[src/rtl/mem_port_arbiter.sv]
// Shares the single-ported unified I/D memory between instruction fetch and the LSU.
// One transaction at a time: IDLE -> REQ (until gnt) -> WAIT_RVALID (until rvalid) -> IDLE.
module mem_port_arbiter #(
    parameter int unsigned ADDR_WIDTH   = 32,
    parameter int unsigned DATA_WIDTH   = 32,
    parameter int unsigned STARVE_LIMIT = 4
) (
    input  logic                    clk,
    input  logic                    reset,
    input  logic                    if_req_ip,
    input  logic [ADDR_WIDTH-1:0]   if_addr_ip,
    output logic                    if_gnt_op,
    output logic                    if_rvalid_op,
    output logic [DATA_WIDTH-1:0]   if_rdata_op,
    input  logic                    lsu_req_ip,
    input  logic                    lsu_we_ip,
    input  logic [DATA_WIDTH/8-1:0] lsu_be_ip,
    input  logic [ADDR_WIDTH-1:0]   lsu_addr_ip,
    input  logic [DATA_WIDTH-1:0]   lsu_wdata_ip,
    output logic                    lsu_gnt_op,
    output logic                    lsu_rvalid_op,
    output logic [DATA_WIDTH-1:0]   lsu_rdata_op,
    output logic                    mem_req_op,
    output logic                    mem_we_op,
    output logic [DATA_WIDTH/8-1:0] mem_be_op,
    output logic [ADDR_WIDTH-1:0]   mem_addr_op,
    output logic [DATA_WIDTH-1:0]   mem_wdata_op,
    input  logic                    mem_gnt_ip,
    input  logic                    mem_rvalid_ip,
    input  logic [DATA_WIDTH-1:0]   mem_rdata_ip,
    output logic                    if_stall_op,
    output logic                    lsu_stall_op,
    output logic                    protocol_err_op
);
    localparam int unsigned BE_WIDTH  = DATA_WIDTH / 8;
    localparam int unsigned CNT_WIDTH = (STARVE_LIMIT == 0) ? 1 : $clog2(STARVE_LIMIT + 1);

    typedef enum logic [1:0] {
        ST_IDLE        = 2'd0,
        ST_REQ         = 2'd1,
        ST_WAIT_RVALID = 2'd2
    } state_e;

    state_e                state_q, state_d;
    logic                  owner_lsu_q, owner_lsu_d;
    logic [ADDR_WIDTH-1:0] addr_q, addr_d;
    logic                  we_q, we_d;
    logic [BE_WIDTH-1:0]   be_q, be_d;
    logic [DATA_WIDTH-1:0] wdata_q, wdata_d;
    logic [CNT_WIDTH-1:0]  starve_cnt_q, starve_cnt_d;
    logic                  protocol_err_q, protocol_err_d;

    logic starve_hit;
    logic lsu_win;
    logic if_win;
    logic gnt_fire;
    logic rsp_fire;
    logic busy;

    // With a zero limit IF never overrides a contending LSU request.
    assign starve_hit = (STARVE_LIMIT != 0) && (starve_cnt_q == CNT_WIDTH'(STARVE_LIMIT));

    always_comb begin
        state_d        = state_q;
        owner_lsu_d    = owner_lsu_q;
        addr_d         = addr_q;
        we_d           = we_q;
        be_d           = be_q;
        wdata_d        = wdata_q;
        starve_cnt_d   = starve_cnt_q;
        protocol_err_d = protocol_err_q;
        lsu_win        = 1'b0;
        if_win         = 1'b0;

        unique case (state_q)
            ST_IDLE: begin
                lsu_win = lsu_req_ip && !(if_req_ip && starve_hit);
                if_win  = if_req_ip && !lsu_win;
                if (mem_rvalid_ip) begin
                    protocol_err_d = 1'b1;
                end
                if (lsu_win) begin
                    state_d     = ST_REQ;
                    owner_lsu_d = 1'b1;
                    addr_d      = lsu_addr_ip;
                    we_d        = lsu_we_ip;
                    be_d        = lsu_be_ip;
                    wdata_d     = lsu_wdata_ip;
                    if (!if_req_ip) begin
                        starve_cnt_d = '0;
                    end else if (starve_cnt_q != CNT_WIDTH'(STARVE_LIMIT)) begin
                        starve_cnt_d = starve_cnt_q + CNT_WIDTH'(1);
                    end
                end else if (if_win) begin
                    state_d      = ST_REQ;
                    owner_lsu_d  = 1'b0;
                    addr_d       = if_addr_ip;
                    we_d         = 1'b0;
                    be_d         = '1;
                    wdata_d      = '0;
                    starve_cnt_d = '0;
                end else begin
                    starve_cnt_d = '0;
                end
            end
            ST_REQ: begin
                if (mem_rvalid_ip) begin
                    protocol_err_d = 1'b1;
                end
                if (mem_gnt_ip) begin
                    state_d = ST_WAIT_RVALID;
                end
            end
            ST_WAIT_RVALID: begin
                if (mem_rvalid_ip) begin
                    state_d = ST_IDLE;
                end
            end
            default: begin
                state_d = ST_IDLE;
            end
        endcase
    end

    always_ff @(posedge clk or negedge reset) begin
        if (!reset) begin
            state_q        <= ST_IDLE;
            owner_lsu_q    <= 1'b0;
            addr_q         <= '0;
            we_q           <= 1'b0;
            be_q           <= '0;
            wdata_q        <= '0;
            starve_cnt_q   <= '0;
            protocol_err_q <= 1'b0;
        end else begin
            state_q        <= state_d;
            owner_lsu_q    <= owner_lsu_d;
            addr_q         <= addr_d;
            we_q           <= we_d;
            be_q           <= be_d;
            wdata_q        <= wdata_d;
            starve_cnt_q   <= starve_cnt_d;
            protocol_err_q <= protocol_err_d;
        end
    end

    assign busy     = (state_q != ST_IDLE);
    assign gnt_fire = (state_q == ST_REQ) && mem_gnt_ip;
    assign rsp_fire = (state_q == ST_WAIT_RVALID) && mem_rvalid_ip;

    assign mem_req_op      = (state_q == ST_REQ);
    assign mem_we_op       = we_q;
    assign mem_be_op       = be_q;
    assign mem_addr_op     = addr_q;
    assign mem_wdata_op    = wdata_q;
    assign protocol_err_op = protocol_err_q;

    assign if_gnt_op     = gnt_fire && !owner_lsu_q;
    assign lsu_gnt_op    = gnt_fire && owner_lsu_q;
    assign if_rvalid_op  = rsp_fire && !owner_lsu_q;
    assign lsu_rvalid_op = rsp_fire && owner_lsu_q;

    // Read data and stalls are forced low while reset is held so every output reads 0.
    assign if_rdata_op  = reset ? mem_rdata_ip : '0;
    assign lsu_rdata_op = reset ? mem_rdata_ip : '0;

    assign if_stall_op  = reset && ((if_req_ip && !if_rvalid_op) ||
                                    (busy && !owner_lsu_q && !if_rvalid_op));
    assign lsu_stall_op = reset && ((lsu_req_ip && !lsu_rvalid_op) ||
                                    (busy && owner_lsu_q && !lsu_rvalid_op));

endmodule

[config.mk]
export PLATFORM = sky130hd
export DESIGN_NAME = mem_port_arbiter
export DESIGN_NICKNAME = d
export VERILOG_FILES = /design/src/rtl/mem_port_arbiter.sv
export SDC_FILE = /design/constraint.sdc
export NUM_CORES = 1
export LEC_CHECK = 0
export BUFFER_PORTS_ARGS = -buffer_cell sky130_fd_sc_hd__buf_4
export CAP_MARGIN = 15
export CORE_AREA = 2 2 109 111
export DETAILED_ROUTE_END_ITERATION = 8
export DIE_AREA = 0 0 111 113
export PLACE_DENSITY = 0.72
export SYNTH_ARGS = -nofsm -noshare
export SYNTH_HDL_FRONTEND = slang
export SYNTH_SLANG_ARGS = --single-unit
[constraint.sdc]
create_clock -name clk -period 2.1 [get_ports clk]
set_clock_uncertainty 0.1 [all_clocks]
set_input_delay 0.105 -clock clk [delete_from_list [all_inputs] [get_ports clk]]
set_output_delay 0.105 -clock clk [all_outputs]
set_load 0.02 [all_outputs]
Word level (Yosys, flattened, before mapping)

Index checks and enable logic that the tools add are counted.

Register bits after elaboration: 76
Logic and storage cells: 67
Output and inout bits: 141
Input bits: 139

Eq/ne operators: 8
Add/sub/neg operators: 1
Mux-type cells: 18
Reduce and logical (&&, ||, !) cells: 32

Operator list:

| operator                                                                | count |
|---|---|
| 32-bit two-way mux                                                      | 5 |
| 1-bit logical AND                                                       | 17 |
| 3-bit two-way mux                                                       | 3 |
| 2-bit two-way mux                                                       | 4 |
| 4-bit two-way mux                                                       | 2 |
| 3-bit inequality test, second input constant                            | 2 |
| 2-bit case mux with 3 select lines                                      | 1 |
| 2-bit AND reduction                                                     | 3 |
| 1-bit logical NOT                                                       | 5 |
| 2-bit nonzero test                                                      | 2 |
| 3-bit by 1-bit adder with 3-bit output, second input constant           | 1 |
| 3-bit equality test, second input constant                              | 1 |
| 1-bit two-way mux                                                       | 3 |
| 3-bit by 2-bit inequality test with 1-bit output, second input constant | 1 |
| 3-bit AND reduction                                                     | 1 |
| 2-bit by 1-bit equality test with 1-bit output, second input constant   | 1 |
| 2-bit equality test, second input constant                              | 1 |
| 2-bit logical NOT                                                       | 1 |
| 1-bit logical OR                                                        | 2 |
| 2-bit by 1-bit inequality test with 1-bit output, second input constant | 1 |
| 2-bit inequality test, second input constant                            | 1 |
| 2-bit OR reduction                                                      | 1 |

Longest topological paths before layout

Gate-level depths: netlist of the first run.

Depth in word-level cells: 9
Gate-level depth with buffers: 7
Depth with buffers taken out: 5

Worst setup path after synthesis of the first run

Ideal clock, no wire load.

Path kind: reg2out
From: register state_q[0]
To: output port if_gnt_op
Data required time: 1895 ps
Arrival time: 1325 ps
Slack: 570 ps
Stages on the path, launching flop included: 4
Path through: dfrtp_1 -> nor2b_1 -> nand2_1 -> nor2_1

Word-level cells in the longest chain between the ends: 3

RTL lines:

| item                                           | RTL line | text |
|---|---|---|
| from (decl)                                    | 44       | `state_e state_q, state_d;` |
| from (signal assigned)                         | 136      | `state_q <= state_d;` |
| 2-bit by 1-bit equality test with 1-bit output | --       |  |
| net mem_req_op                                 | 23       | `output logic mem_req_op,` |
| 1-bit logical AND                              | 148      | `assign gnt_fire = (state_q == ST_REQ) && mem_gnt_ip;` |
| 1-bit logical AND                              | 158      | `assign if_gnt_op = gnt_fire && !owner_lsu_q;` |
| to (decl)                                      | 12       | `output logic if_gnt_op,` |

The timed path passes the listed nets, and every way through them passes these cells.

Final worst setup path of the first run

From: register state_q[1]
To: output port if_stall_op

Word-level cells in the longest chain between the ends: 7

RTL lines:

| item                                        | RTL line | text |
|---|---|---|
| 2-bit equality test                         | 149      | `assign rsp_fire = (state_q == ST_WAIT_RVALID) && mem_rvalid_ip;` |
| 1-bit logical AND                           | 149      |  |
| 1-bit logical AND                           | 160      | `assign if_rvalid_op = rsp_fire && !owner_lsu_q;` |
| 1-bit logical NOT                           | 167, 168 |  |
| 1-bit logical AND, on equally long branches | 167, 168 |  |
| 1-bit logical OR (*)                        | 167      | `assign if_stall_op = reset && ((if_req_ip && !if_rvalid_op) \|\|` |
| 1-bit logical AND (*)                       | 167      |  |
| to (decl)                                   | 31       | `output logic if_stall_op,` |

Every way passes the cells marked *; elsewhere a longest branch is shown, timed or not.

==> flow_summary.yaml, run 1 <==
placed_design:
  port_bufs: 279
  dpl_cell_area_mm2: 0.00610
  placed_wire_length_estimate_um: 10400
  placer_congestion_estimate: 0.808
cells_and_area:
  finish.net_count: 901
  fillCellCount: 804
  antenna_cells: 0
  mostFrequentLayoutCells: "sky130_fd_sc_hd__buf_4, sky130_fd_sc_hd__dlygate4sd3_1, sky130_fd_sc_hd__dfrtp_1"
  share_of_post_route_cells_with_drive_strength_above_1_pct: 41.4
  area.growth.synth_to_final_pct: 77.6
  layout_commonest_cell: "sky130_fd_sc_hd__buf_4"
  regArea_mm2: 0.00190
  multi_input_logic_area_mm2: 0.00174
  final_cell_area_mm2: 0.00745
critical_path:
  cp_slowest_cell: "sky130_fd_sc_hd__dfrtp_1"
  cp.buffers_inverters: 1
  cp_data_arrival_time_ns: 1.65
  crit_path_max_cell_delay_ns: 0.48
  ff2ff_path_depth: 4
  worstPathCellList: "or2_1 -> a21oi_1 -> nor3b_1 -> buf_4"
  critPathTopFamily: "simple AND/OR/NAND/NOR gates"
  regToRegSetupSlack_ns: 0.36
  worstSetupStartpointType: "flip-flop"
  worstSetupEndpointType: "primary output"
  worst_ep_required_time_ns: 1.89
  worstReg2RegStart: "state_q[1]$_DFFE_PN0P_"
  critPathKind: "flip-flop to primary output"
  cp_max_fo: 7
  critical_path.reg2reg.endpoint: "mem_wdata_op[20]$_DFFE_PN0P_"
min_path:
  worst_hold_startpoint: "if_addr_ip[26]"
  holdPathStages: 3
  hold_end: "mem_addr_op[26]$_DFFE_PN0P_"
  min_path_type: "input port to flip-flop"
floorplan:
  die_y_um: 113
  die_x_um: 111
  boundaryPins: 280
  rows: 39
  core_box_area_mm2: 0.0113
  initial_utilization_pct: 37.2
  dieArea_mm2: 0.0125
clocking:
  cts.repair.resized: 0
  clkTransAtPathRegs_ns: 0.06
  cts_inserted_buffers: 9
  postCtsHoldBufs: 104
  cts_setup_buffers: 0
  clock-sinks: 76
  cts_htree_levels: 3
  max-clock-path-buffers: 2
  clock_tree.root_cell: "sky130_fd_sc_hd__clkbuf_16"
  insertion_delay_ns: 0.32
  tritoncts: "built"
routing:
  first_pass_iters: 6
  detail_route.drc_violations: 0
  routed_via_count: 4897
  routed_wire_length_per_instance_um: 17.9
  avgViaCountPerCell: 5.40
  route.antenna.remaining_nets: 0
  drt-total-wl_um: 16200
  detailedRoute.firstIterationViolations: 415
synthesis:
  ys_types: 34
  synth.cell_area_mm2: 0.00419
  number_of_instances_in_the_synthesized_netlist: 432
  postSynthRegisterBits: 76
  yosysWarningCount: 0
  seq_area_frac_synth_pct: 45.4
  syn_area_per_cell_um2: 9.71
  synth.net_count: 573
timing:
  final_max_slew_viols: 0
  hold_viol: 0
  fmax_mhz: 540
  worst_slew_margin_rel_pct: 64.1
  worst_pin_slew_ns: 0.537
  finalWorstPathRequiredPeriod_ns: 1.85
  final_min_period_over_clock_period_pct: 88.2
  unrepaired_setup_endpoints_after_global_routing: "no"
  setup_viol_count_final: 0
  setup_total_negative_slack_ns: 0
power_and_ir_drop:
  pwr_density_cell_mw_per_mm2: 1190
  power_leakage_nw: 3.46
  ir_drop_mv: 0.812
  totalPowerFinal_mw: 8.87
global_route:
  grt_overflow_total: 0
  number_of_global_route_vias_before_repair: 5023
  largest_net_degree_at_the_start_of_global_routing: 56
  globalRouteTotalUtil_pct: 25.4
  number_of_antenna_violations_at_the_first_check_in_global_routing: 0
  wire_length_of_the_first_global_routing_pass_um: 25900
status:
  status: "completed"
run:
  cap_violations: 0
## layout make-up
| cell class | count | area share (%) |
|---|---|---|
| Inverter | 5 | 0.252 |
| Clock buffer | 12 | 3.44 |
| Sequential cell | 76 | 25.5 |
| Multi-Input combinational cell | 272 | 23.3 |
| Clock inverter | 3 | 0.622 |
| Tap cell | 143 | 2.40 |
| Timing Repair Buffer | 396 | 44.4 |
## power breakdown
group / internal, mW / total (mW) / switching, mW
sequential: 2.14 / 2.61 / 0.465
combinational: 2.06 / 4.69 / 2.63
clock: 0.981 / 1.57 / 0.589
## synth_stat cells
cell type	number	area, um2
sky130_fd_sc_hd__nand3_4	1	17.5
sky130_fd_sc_hd__buf_2	9	45.0
sky130_fd_sc_hd__clkbuf_1	17	63.8
sky130_fd_sc_hd__nor2_1	4	15.0
sky130_fd_sc_hd__a31oi_1	1	6.26
sky130_fd_sc_hd__nand2_2	1	6.26
sky130_fd_sc_hd__and2_1	33	206
sky130_fd_sc_hd__buf_6	9	101
sky130_fd_sc_hd__and3_1	1	6.26
sky130_fd_sc_hd__o21ai_0	33	165
sky130_fd_sc_hd__nor3b_1	1	7.51
sky130_fd_sc_hd__o2bb2ai_1	33	289
sky130_fd_sc_hd__o31ai_1	1	7.51
sky130_fd_sc_hd__nand3_1	65	325
sky130_fd_sc_hd__buf_1	1	3.75
sky130_fd_sc_hd__ha_1	2	25.0
sky130_fd_sc_hd__or2_1	2	12.5
sky130_fd_sc_hd__nand4_1	34	213
sky130_fd_sc_hd__o211ai_1	28	210
sky130_fd_sc_hd__nor3_1	6	30.0
sky130_fd_sc_hd__nor2_4	1	11.3
sky130_fd_sc_hd__inv_1	5	18.8
sky130_fd_sc_hd__a21o_1	1	7.51
sky130_fd_sc_hd__o221a_2	1	11.3
sky130_fd_sc_hd__buf_4	43	323
sky130_fd_sc_hd__a21oi_1	1	5.00
sky130_fd_sc_hd__a32o_1	1	10.0
sky130_fd_sc_hd__nand2b_1	2	12.5
sky130_fd_sc_hd__o21ai_1	5	25.0
sky130_fd_sc_hd__nor2b_1	1	6.26
sky130_fd_sc_hd__a2bb2oi_1	4	35.0
sky130_fd_sc_hd__dfrtp_1	76	1900
sky130_fd_sc_hd__o211ai_2	4	50.1
sky130_fd_sc_hd__nand2_1	5	18.8
## worst min-delay path, stage by stage
cell and delay, ns:
sky130_fd_sc_hd__buf_4 0.11, sky130_fd_sc_hd__nand3_1 0.09, sky130_fd_sc_hd__o211ai_1 0.09
## through the flow
| stage | instances | util, % | worst slack (ns) | hold slack [ns] |
|---|---|---|---|---|
| after floorplan | 432 | - | 0.570 | -0.291 |
| after global placement | 788 | 54.2 | 0.449 | -0.0926 |
| after detailed placement | 788 | 54.2 | 0.365 | -0.0861 |
| after CTS | 907 | 66.1 | 0.243 | 0.0105 |
| after global routing | 907 | 66.1 | 0.157 | 0.0261 |
| final | 907 | 66.1 | 0.248 | 0.00991 |
## state kept, by name, indices dropped and copies added (netlist names)
| register | cells |
|---|---|
| protocol_err_op | 1 |
| owner_lsu_q | 1 |
| starve_cnt_q | 3 |
| mem_addr_op | 32 |
| state_q | 2 |
| mem_be_op | 4 |
| mem_wdata_op | 32 |
| mem_we_op | 1 |
## routing by layer
metal  up-vias  track usage, %  part of all wire, %
met2       342            44.2                   50
met3        46            6.80                  9.2
met1      2291            29.6                   38
met5         -               0                    0
li1       2218               -                    -
met4         0            11.3                  3.3
## cell families (layout without fill, tap and decap cells)
group	after synthesis	after routing	share of synthesized area (%)
adder cells (fa/ha/maj)	2	2	0.597
AND/OR/NAND/NOR	157	157	21.2
AO/OA/AOI/OAI	113	113	19.6
flip-flops	76	76	45.4
buffers and inverters	84	416	13.2
## worst max-delay path by stage
stage	startpoint	end	slack, ns	depth (start not counted)
6_report	state_q[1]$_DFFE_PN0P_	if_stall_op	0.25	4
5_1_grt	state_q[0]$_DFFE_PN0P_	if_stall_op	0.16	4
4_1_cts	state_q[1]$_DFFE_PN0P_	if_stall_op	0.24	4
3_5_place_dp	state_q[1]$_DFFE_PN0P_	mem_wdata_op[2]$_DFFE_PN0P_	0.36	4
3_3_place_gp	state_q[1]$_DFFE_PN0P_	mem_wdata_op[30]$_DFFE_PN0P_	0.45	4
2_1_floorplan	state_q[0]$_DFFE_PN0P_	if_gnt_op	0.57	3
(Power assumes the default switching activity.)
==> run 2, diff against run 1 <==
--- a/config.mk
+++ b/config.mk
@@ -8,8 +8,10 @@
 export BUFFER_PORTS_ARGS = -buffer_cell sky130_fd_sc_hd__buf_4
 export CAP_MARGIN = 15
 export CORE_AREA = 2 2 109 111
+export CTS_CLUSTER_DIAMETER = 40
 export DETAILED_ROUTE_END_ITERATION = 8
 export DIE_AREA = 0 0 111 113
+export GPL_TIMING_DRIVEN = 0
 export PLACE_DENSITY = 0.72
 export SYNTH_ARGS = -nofsm -noshare
 export SYNTH_HDL_FRONTEND = slang
==> flow_summary.yaml, run 2 (synthesis gave the netlist of run 1 again) <==
cells_and_area:
  antenna_cells: 0
  multi_input_logic_area_mm2: 0.00174
  fillCellCount: 844
  regArea_mm2: 0.00190
  final_cell_area_mm2: 0.00787
  share_of_post_route_cells_with_drive_strength_above_1_pct: 44.4
  layout_commonest_cell: "sky130_fd_sc_hd__buf_4"
  area.growth.synth_to_final_pct: 87.6
  mostFrequentLayoutCells: "sky130_fd_sc_hd__buf_4, sky130_fd_sc_hd__dlygate4sd3_1, sky130_fd_sc_hd__dfrtp_1"
  stdcell_count: 980
  finish.net_count: 973
routing:
  detail_route.drc_violations: 0
  route.antenna.remaining_nets: 0
  routed_via_count: 5172
  detailedRoute.firstIterationViolations: 398
  routed_wire_length_per_instance_um: 18.0
  avgViaCountPerCell: 5.28
  first_pass_iters: 5
  drt-total-wl_um: 17600
floorplan:
  core_box_area_mm2: 0.0113
  rows: 39
  dieArea_mm2: 0.0125
  initial_utilization_pct: 37.2
  die_x_um: 111
  boundaryPins: 280
  die_y_um: 113
global_route:
  grt_overflow_total: 0
  globalRouteTotalUtil_pct: 27.8
  number_of_global_route_vias_before_repair: 5469
  number_of_antenna_violations_at_the_first_check_in_global_routing: 0
  largest_net_degree_at_the_start_of_global_routing: 84
  wire_length_of_the_first_global_routing_pass_um: 28200
critical_path:
  worstPathCellList: "inv_1 -> ha_2 -> nand3_4 -> and2_1 -> buf_6 -> o211ai_1 -> dlygate4sd3_1"
  ff2ff_path_depth: 7
  cp.buffers_inverters: 3
  worstReg2RegStart: "starve_cnt_q[0]$_DFFE_PN0P_"
  critPathTopFamily: "buffers and inverters"
  regToRegSetupSlack_ns: 0.11
  worstSetupEndpointType: "flip-flop"
  worstSetupStartpointType: "flip-flop"
  critical_path.reg2reg.endpoint: "mem_addr_op[1]$_DFFE_PN0P_"
  critPathKind: "flip-flop to flip-flop"
  worst_ep_required_time_ns: 2.28
  cp_slowest_cell: "sky130_fd_sc_hd__dlygate4sd3_1"
  cp_max_fo: 10
  crit_path_max_cell_delay_ns: 0.57
  cp_data_arrival_time_ns: 2.17
placed_design:
  placer_congestion_estimate: 0.817
  placed_wire_length_estimate_um: 11900
  placedCellCount: 853
  dpl_cell_area_mm2: 0.00646
  port_bufs: 278
  dp_worst_setup_slack_ns: 0.135
power_and_ir_drop:
  clock_power_share_pct: 17.1
  combinationalPowerShare_pct: 55.0
  sequentialPowerShare_pct: 27.9
  power_report.internal_total_mw: 5.36
  power_leakage_nw: 3.73
  switching_share_pct: 42.3
  pwr_density_cell_mw_per_mm2: 1180
  total_switching_power_mw: 3.93
  ir_drop_mv: 0.753
timing:
  final_min_period_over_clock_period_pct: 95.0
  worst_slew_margin_rel_pct: 50.0
  finalWorstPathRequiredPeriod_ns: 1.99
  setup_viol_count_final: 0
  setup_total_negative_slack_ns: 0
  hold_ws_ns: -0.307
  hold_viol: 76
  final_max_slew_viols: 0
  worst_slack_ns: 0.105
  worst_pin_slew_ns: 0.750
  unrepaired_setup_endpoints_after_global_routing: "no"
  fmax_mhz: 501
status:
  failed_checks: "negative hold slack"
  status: "finished with violations"
run:
  cap_violations: 0
clocking:
  insertion_delay_ns: 0.34
  max-clock-path-buffers: 2
  clock-sinks: 76
  clock_tree.root_cell: "sky130_fd_sc_hd__clkbuf_16"
  tritoncts: "built"
  postCtsHoldBufs: 105
  clkTransAtPathRegs_ns: 0.07
  cts_inserted_buffers: 9
  cts_htree_levels: 3
min_path:
  min_path_type: "input port to asynchronous set/reset pin"
==> run 2: cell types whose count changed in the layout (fill, tap and decap cells not counted), moves of 2 or more <==
cell,before,now
sky130_fd_sc_hd__buf_4,286,326
sky130_fd_sc_hd__clkbuf_1,1,17
sky130_fd_sc_hd__buf_6,0,10
sky130_fd_sc_hd__buf_2,0,9
sky130_fd_sc_hd__buf_12,6,0
sky130_fd_sc_hd__clkbuf_8,2,0
sky130_fd_sc_hd__clkinv_2,0,2
sky130_fd_sc_hd__dfrtp_1,76,74
sky130_fd_sc_hd__dfrtp_2,0,2
sky130_fd_sc_hd__o21ai_0,33,31
sky130_fd_sc_hd__o21ai_1,5,7
==> run 2: worst max-delay path by stage <==
stage / startpoint / end / slack [ns] / depth (start not counted)
after detailed placement: reset / lsu_rdata_op[30] / 0.13 / 5
after global placement: reset / lsu_rdata_op[30] / 0.17 / 5
after CTS: state_q[1]$_DFFE_PN0P_ / mem_addr_op[1]$_DFFE_PN0P_ / 0.03 / 6
final: starve_cnt_q[0]$_DFFE_PN0P_ / mem_addr_op[1]$_DFFE_PN0P_ / 0.11 / 7
after global routing: starve_cnt_q[0]$_DFFE_PN0P_ / mem_addr_op[1]$_DFFE_PN0P_ / 0.03 / 7
after floorplan: state_q[0]$_DFFE_PN0P_ / if_gnt_op / 0.57 / 3
==> run 2: worst register-to-register path, stage by stage, from the launching register on <==
cell and delay [ns]:
sky130_fd_sc_hd__dfrtp_1 0.40, sky130_fd_sc_hd__inv_1 0.07, sky130_fd_sc_hd__ha_2 0.19, sky130_fd_sc_hd__nand3_4 0.11, sky130_fd_sc_hd__and2_1 0.19, sky130_fd_sc_hd__buf_6 0.14
sky130_fd_sc_hd__o211ai_1 0.17, sky130_fd_sc_hd__dlygate4sd3_1 0.57
==> run 2: metrics by stage <==
stage                     utilization, %  power, mW  hold slack, ns
after floorplan                        -       5.28          -0.291
after global placement              57.3       7.21           0.212
after detailed placement            57.3       7.29           0.217
after CTS                           69.3       9.09          -0.110
after global routing                69.8       9.80          -0.228
final                               69.8       9.30          -0.307
==> run 2: timing repair <==
item	CTS	global route
resized for setup	0	7
buffers inserted	0	6
hold endpoints to repair	149	76
setup endpoints to repair	0	21
==> run 2: layer usage <==
metal | track usage (%) | share of wire [%]
met2 | 49.0 | 50
met5 | 0 | 0
met3 | 6.86 | 8.4
met4 | 12.2 | 3.9
met1 | 32.2 | 38
==> run 2: power by group through the flow <==
| stage | clock network, mW | logic, mW | registers [mW] |
|---|---|---|---|
| detailed placement | 0 | 4.71 | 2.58 |
| finish | 1.59 | 5.12 | 2.59 |
| global route | 1.67 | 5.47 | 2.66 |
| global placement | 0 | 4.63 | 2.58 |
| CTS | 1.60 | 4.91 | 2.59 |
| floorplan | 0 | 2.00 | 3.28 |
==> run 2: cell type report <==
cell class              count  area share, %
well taps                 143           2.27
clock buffers               9           2.86
plain buffers              79           6.82
repair buffers            389           40.5
clock inverters             7          0.970
flip-flops and latches     76           24.2
inverters                   5          0.239
multi-input cells         272           22.1
==> run 3, diff against run 2 <==
--- a/config.mk
+++ b/config.mk
@@ -13,6 +13,7 @@
 export DIE_AREA = 0 0 111 113
 export GPL_TIMING_DRIVEN = 0
 export PLACE_DENSITY = 0.72
+export SETUP_SLACK_MARGIN = 0.2
 export SYNTH_ARGS = -nofsm -noshare
 export SYNTH_HDL_FRONTEND = slang
 export SYNTH_SLANG_ARGS = --single-unit
==> flow_summary.yaml, run 3 (synthesis gave the netlist of run 1 again) <==
clocking:
  tritoncts: "built"
  clock_tree.root_cell: "sky130_fd_sc_hd__clkbuf_16"
  max-clock-path-buffers: 2
  clock-sinks: 76
  cts_htree_levels: 3
  clkTransAtPathRegs_ns: 0.07
  postCtsHoldBufs: 105
  insertion_delay_ns: 0.34
  cts_setup_buffers: 0
  cts_inserted_buffers: 9
critical_path:
  ff2ff_path_depth: 6
  critical_path.reg2reg.endpoint: "mem_addr_op[18]$_DFFE_PN0P_"
  critPathKind: "flip-flop to flip-flop"
  timing.critical_path.to: "mem_addr_op[18]$_DFFE_PN0P_"
  worstSetupStartpoint: "starve_cnt_q[0]$_DFFE_PN0P_"
  cp_data_arrival_time_ns: 1.92
  worstReg2RegStart: "starve_cnt_q[0]$_DFFE_PN0P_"
  worstSetupEndpointType: "flip-flop"
  worst_ep_required_time_ns: 2.24
  worstSetupStartpointType: "flip-flop"
  regToRegSetupSlack_ns: 0.32
  cp_max_fo: 10
global_route:
  number_of_global_route_vias_before_repair: 5487
  wire_length_of_the_first_global_routing_pass_um: 28200
  grt_overflow_total: 0
  largest_net_degree_at_the_start_of_global_routing: 84
  globalRouteTotalUtil_pct: 27.9
  number_of_antenna_violations_at_the_first_check_in_global_routing: 0
placed_design:
  placed_wire_length_estimate_um: 11900
  port_bufs: 278
  dpl_cell_area_mm2: 0.00646
  placedCellCount: 853
  dp_worst_setup_slack_ns: 0.135
  placer_congestion_estimate: 0.817
status:
  status: "finished with violations"
  failed_checks: "negative hold slack"
timing:
  hold_ws_ns: -0.308
  final_max_slew_viols: 0
  worst_slack_ns: 0.324
  setup_viol_count_final: 0
  worst_pin_slew_ns: 0.754
  final_min_period_over_clock_period_pct: 84.6
  fmax_mhz: 563
  finalWorstPathRequiredPeriod_ns: 1.78
  unrepaired_setup_endpoints_after_global_routing: "no"
  setup_total_negative_slack_ns: 0
  hold_viol: 76
  worst_slew_margin_rel_pct: 49.7
floorplan:
  die_x_um: 111
  rows: 39
  boundaryPins: 280
  dieArea_mm2: 0.0125
  die_y_um: 113
  core_box_area_mm2: 0.0113
  initial_utilization_pct: 37.2
cells_and_area:
  layout_commonest_cell: "sky130_fd_sc_hd__buf_4"
  mostFrequentLayoutCells: "sky130_fd_sc_hd__buf_4, sky130_fd_sc_hd__dlygate4sd3_1, sky130_fd_sc_hd__dfrtp_1"
  antenna_cells: 0
  stdcell_count: 974
  finish.net_count: 967
  area.growth.synth_to_final_pct: 86.5
  share_of_post_route_cells_with_drive_strength_above_1_pct: 44.0
  final_cell_area_mm2: 0.00782
run:
  cap_violations: 0
power_and_ir_drop:
  pwr_density_cell_mw_per_mm2: 1170
  switching_share_pct: 42.6
  ir_drop_mv: 0.692
  power_report.internal_total_mw: 5.24
  power_leakage_nw: 3.71
  total_switching_power_mw: 3.89
  clock_power_share_pct: 17.4
  sequentialPowerShare_pct: 28.5
  combinationalPowerShare_pct: 54.1
routing:
  routed_via_count: 5140
  routed_wire_length_per_instance_um: 18.1
  route.antenna.remaining_nets: 0
  first_pass_iters: 5
  avgViaCountPerCell: 5.28
  detail_route.drc_violations: 0
  drt-total-wl_um: 17600
  detailedRoute.firstIterationViolations: 490
min_path:
  min_path_type: "input port to asynchronous set/reset pin"
==> run 3: cell types whose count changed in the layout (fill, tap and decap cells not counted) <==
| cell | previous run | this run |
|---|---|---|
| sky130_fd_sc_hd__buf_4 | 326 | 320 |
| sky130_fd_sc_hd__o21ai_1 | 7 | 5 |
| sky130_fd_sc_hd__o21ai_0 | 31 | 33 |
| sky130_fd_sc_hd__ha_1 | 1 | 2 |
| sky130_fd_sc_hd__dlygate4sd3_1 | 104 | 105 |
| sky130_fd_sc_hd__clkbuf_2 | 0 | 3 |
| sky130_fd_sc_hd__dfrtp_2 | 2 | 0 |
| sky130_fd_sc_hd__dfrtp_1 | 74 | 76 |
| sky130_fd_sc_hd__clkbuf_1 | 17 | 14 |
| sky130_fd_sc_hd__ha_2 | 1 | 0 |
| sky130_fd_sc_hd__dlymetal6s4s_1 | 1 | 0 |
==> run 3: power by group through the flow <==
stage | Clock (mW) | Sequential [mW] | Combinational, mW
final | 1.59 | 2.60 | 4.94
after global routing | 1.67 | 2.68 | 5.29
after CTS | 1.60 | 2.59 | 4.88
after detailed placement | 0 | 2.58 | 4.71
after global placement | 0 | 2.58 | 4.63
after floorplan | 0 | 3.28 | 2.00
==> run 3: worst min path at each step <==
stage	startpoint	to	slack, ns	cells past startpoint
2_1_floorplan	reset	mem_addr_op[0]$_DFFE_PN0P_	-0.29	0
3_5_place_dp	mem_rvalid_ip	state_q[1]$_DFFE_PN0P_	0.22	2
6_report	reset	mem_wdata_op[0]$_DFFE_PN0P_	-0.31	1
3_3_place_gp	mem_rvalid_ip	state_q[1]$_DFFE_PN0P_	0.21	2
4_1_cts	reset	mem_wdata_op[30]$_DFFE_PN0P_	-0.26	1
5_1_grt	reset	mem_wdata_op[2]$_DFFE_PN0P_	-0.23	1
==> run 3: critical path: stages (launching register included) <==
cell                       delay (ns)
sky130_fd_sc_hd__dfrtp_1         0.38
sky130_fd_sc_hd__inv_1           0.06
sky130_fd_sc_hd__ha_1            0.22
sky130_fd_sc_hd__nand3_4         0.11
sky130_fd_sc_hd__clkbuf_1        0.44
sky130_fd_sc_hd__nand4_1         0.17
sky130_fd_sc_hd__o211ai_1        0.19
==> run 3: per-layer routing <==
| layer | GRT usage [%] | vias up | share of wire, % |
|---|---|---|---|
| met1 | 32.6 | 2407 | 38 |
| met2 | 49.5 | 318 | 50 |
| li1 | - | 2365 | - |
| met4 | 11.9 | 0 | 3.3 |
| met5 | 0 | - | 0 |
| met3 | 6.21 | 50 | 8.3 |
==> run 3: per-stage QoR <==
step / power, mW / util [%]
CTS: 9.06 / 69.3
finish: 9.13 / 69.4
global placement: 7.21 / 57.3
global route: 9.64 / 69.4
detailed placement: 7.29 / 57.3
floorplan: 5.28 / -
==> run 3: layout make-up <==
class / instances / area [um2]
plain buffers: 79 / 541
clock buffers: 9 / 225
clock inverters: 7 / 76.3
fillers: 846 / 3450
inverters: 5 / 18.8
multi-input cells: 272 / 1740
flip-flops and latches: 76 / 1900
well taps: 143 / 179
repair buffers: 383 / 3140
==> run 3: repair_timing <==
action	CTS	global route
endpoints found under the setup margin	29	30
endpoints found under the hold margin	149	76
pin swaps	0	0
resized for setup	1	6
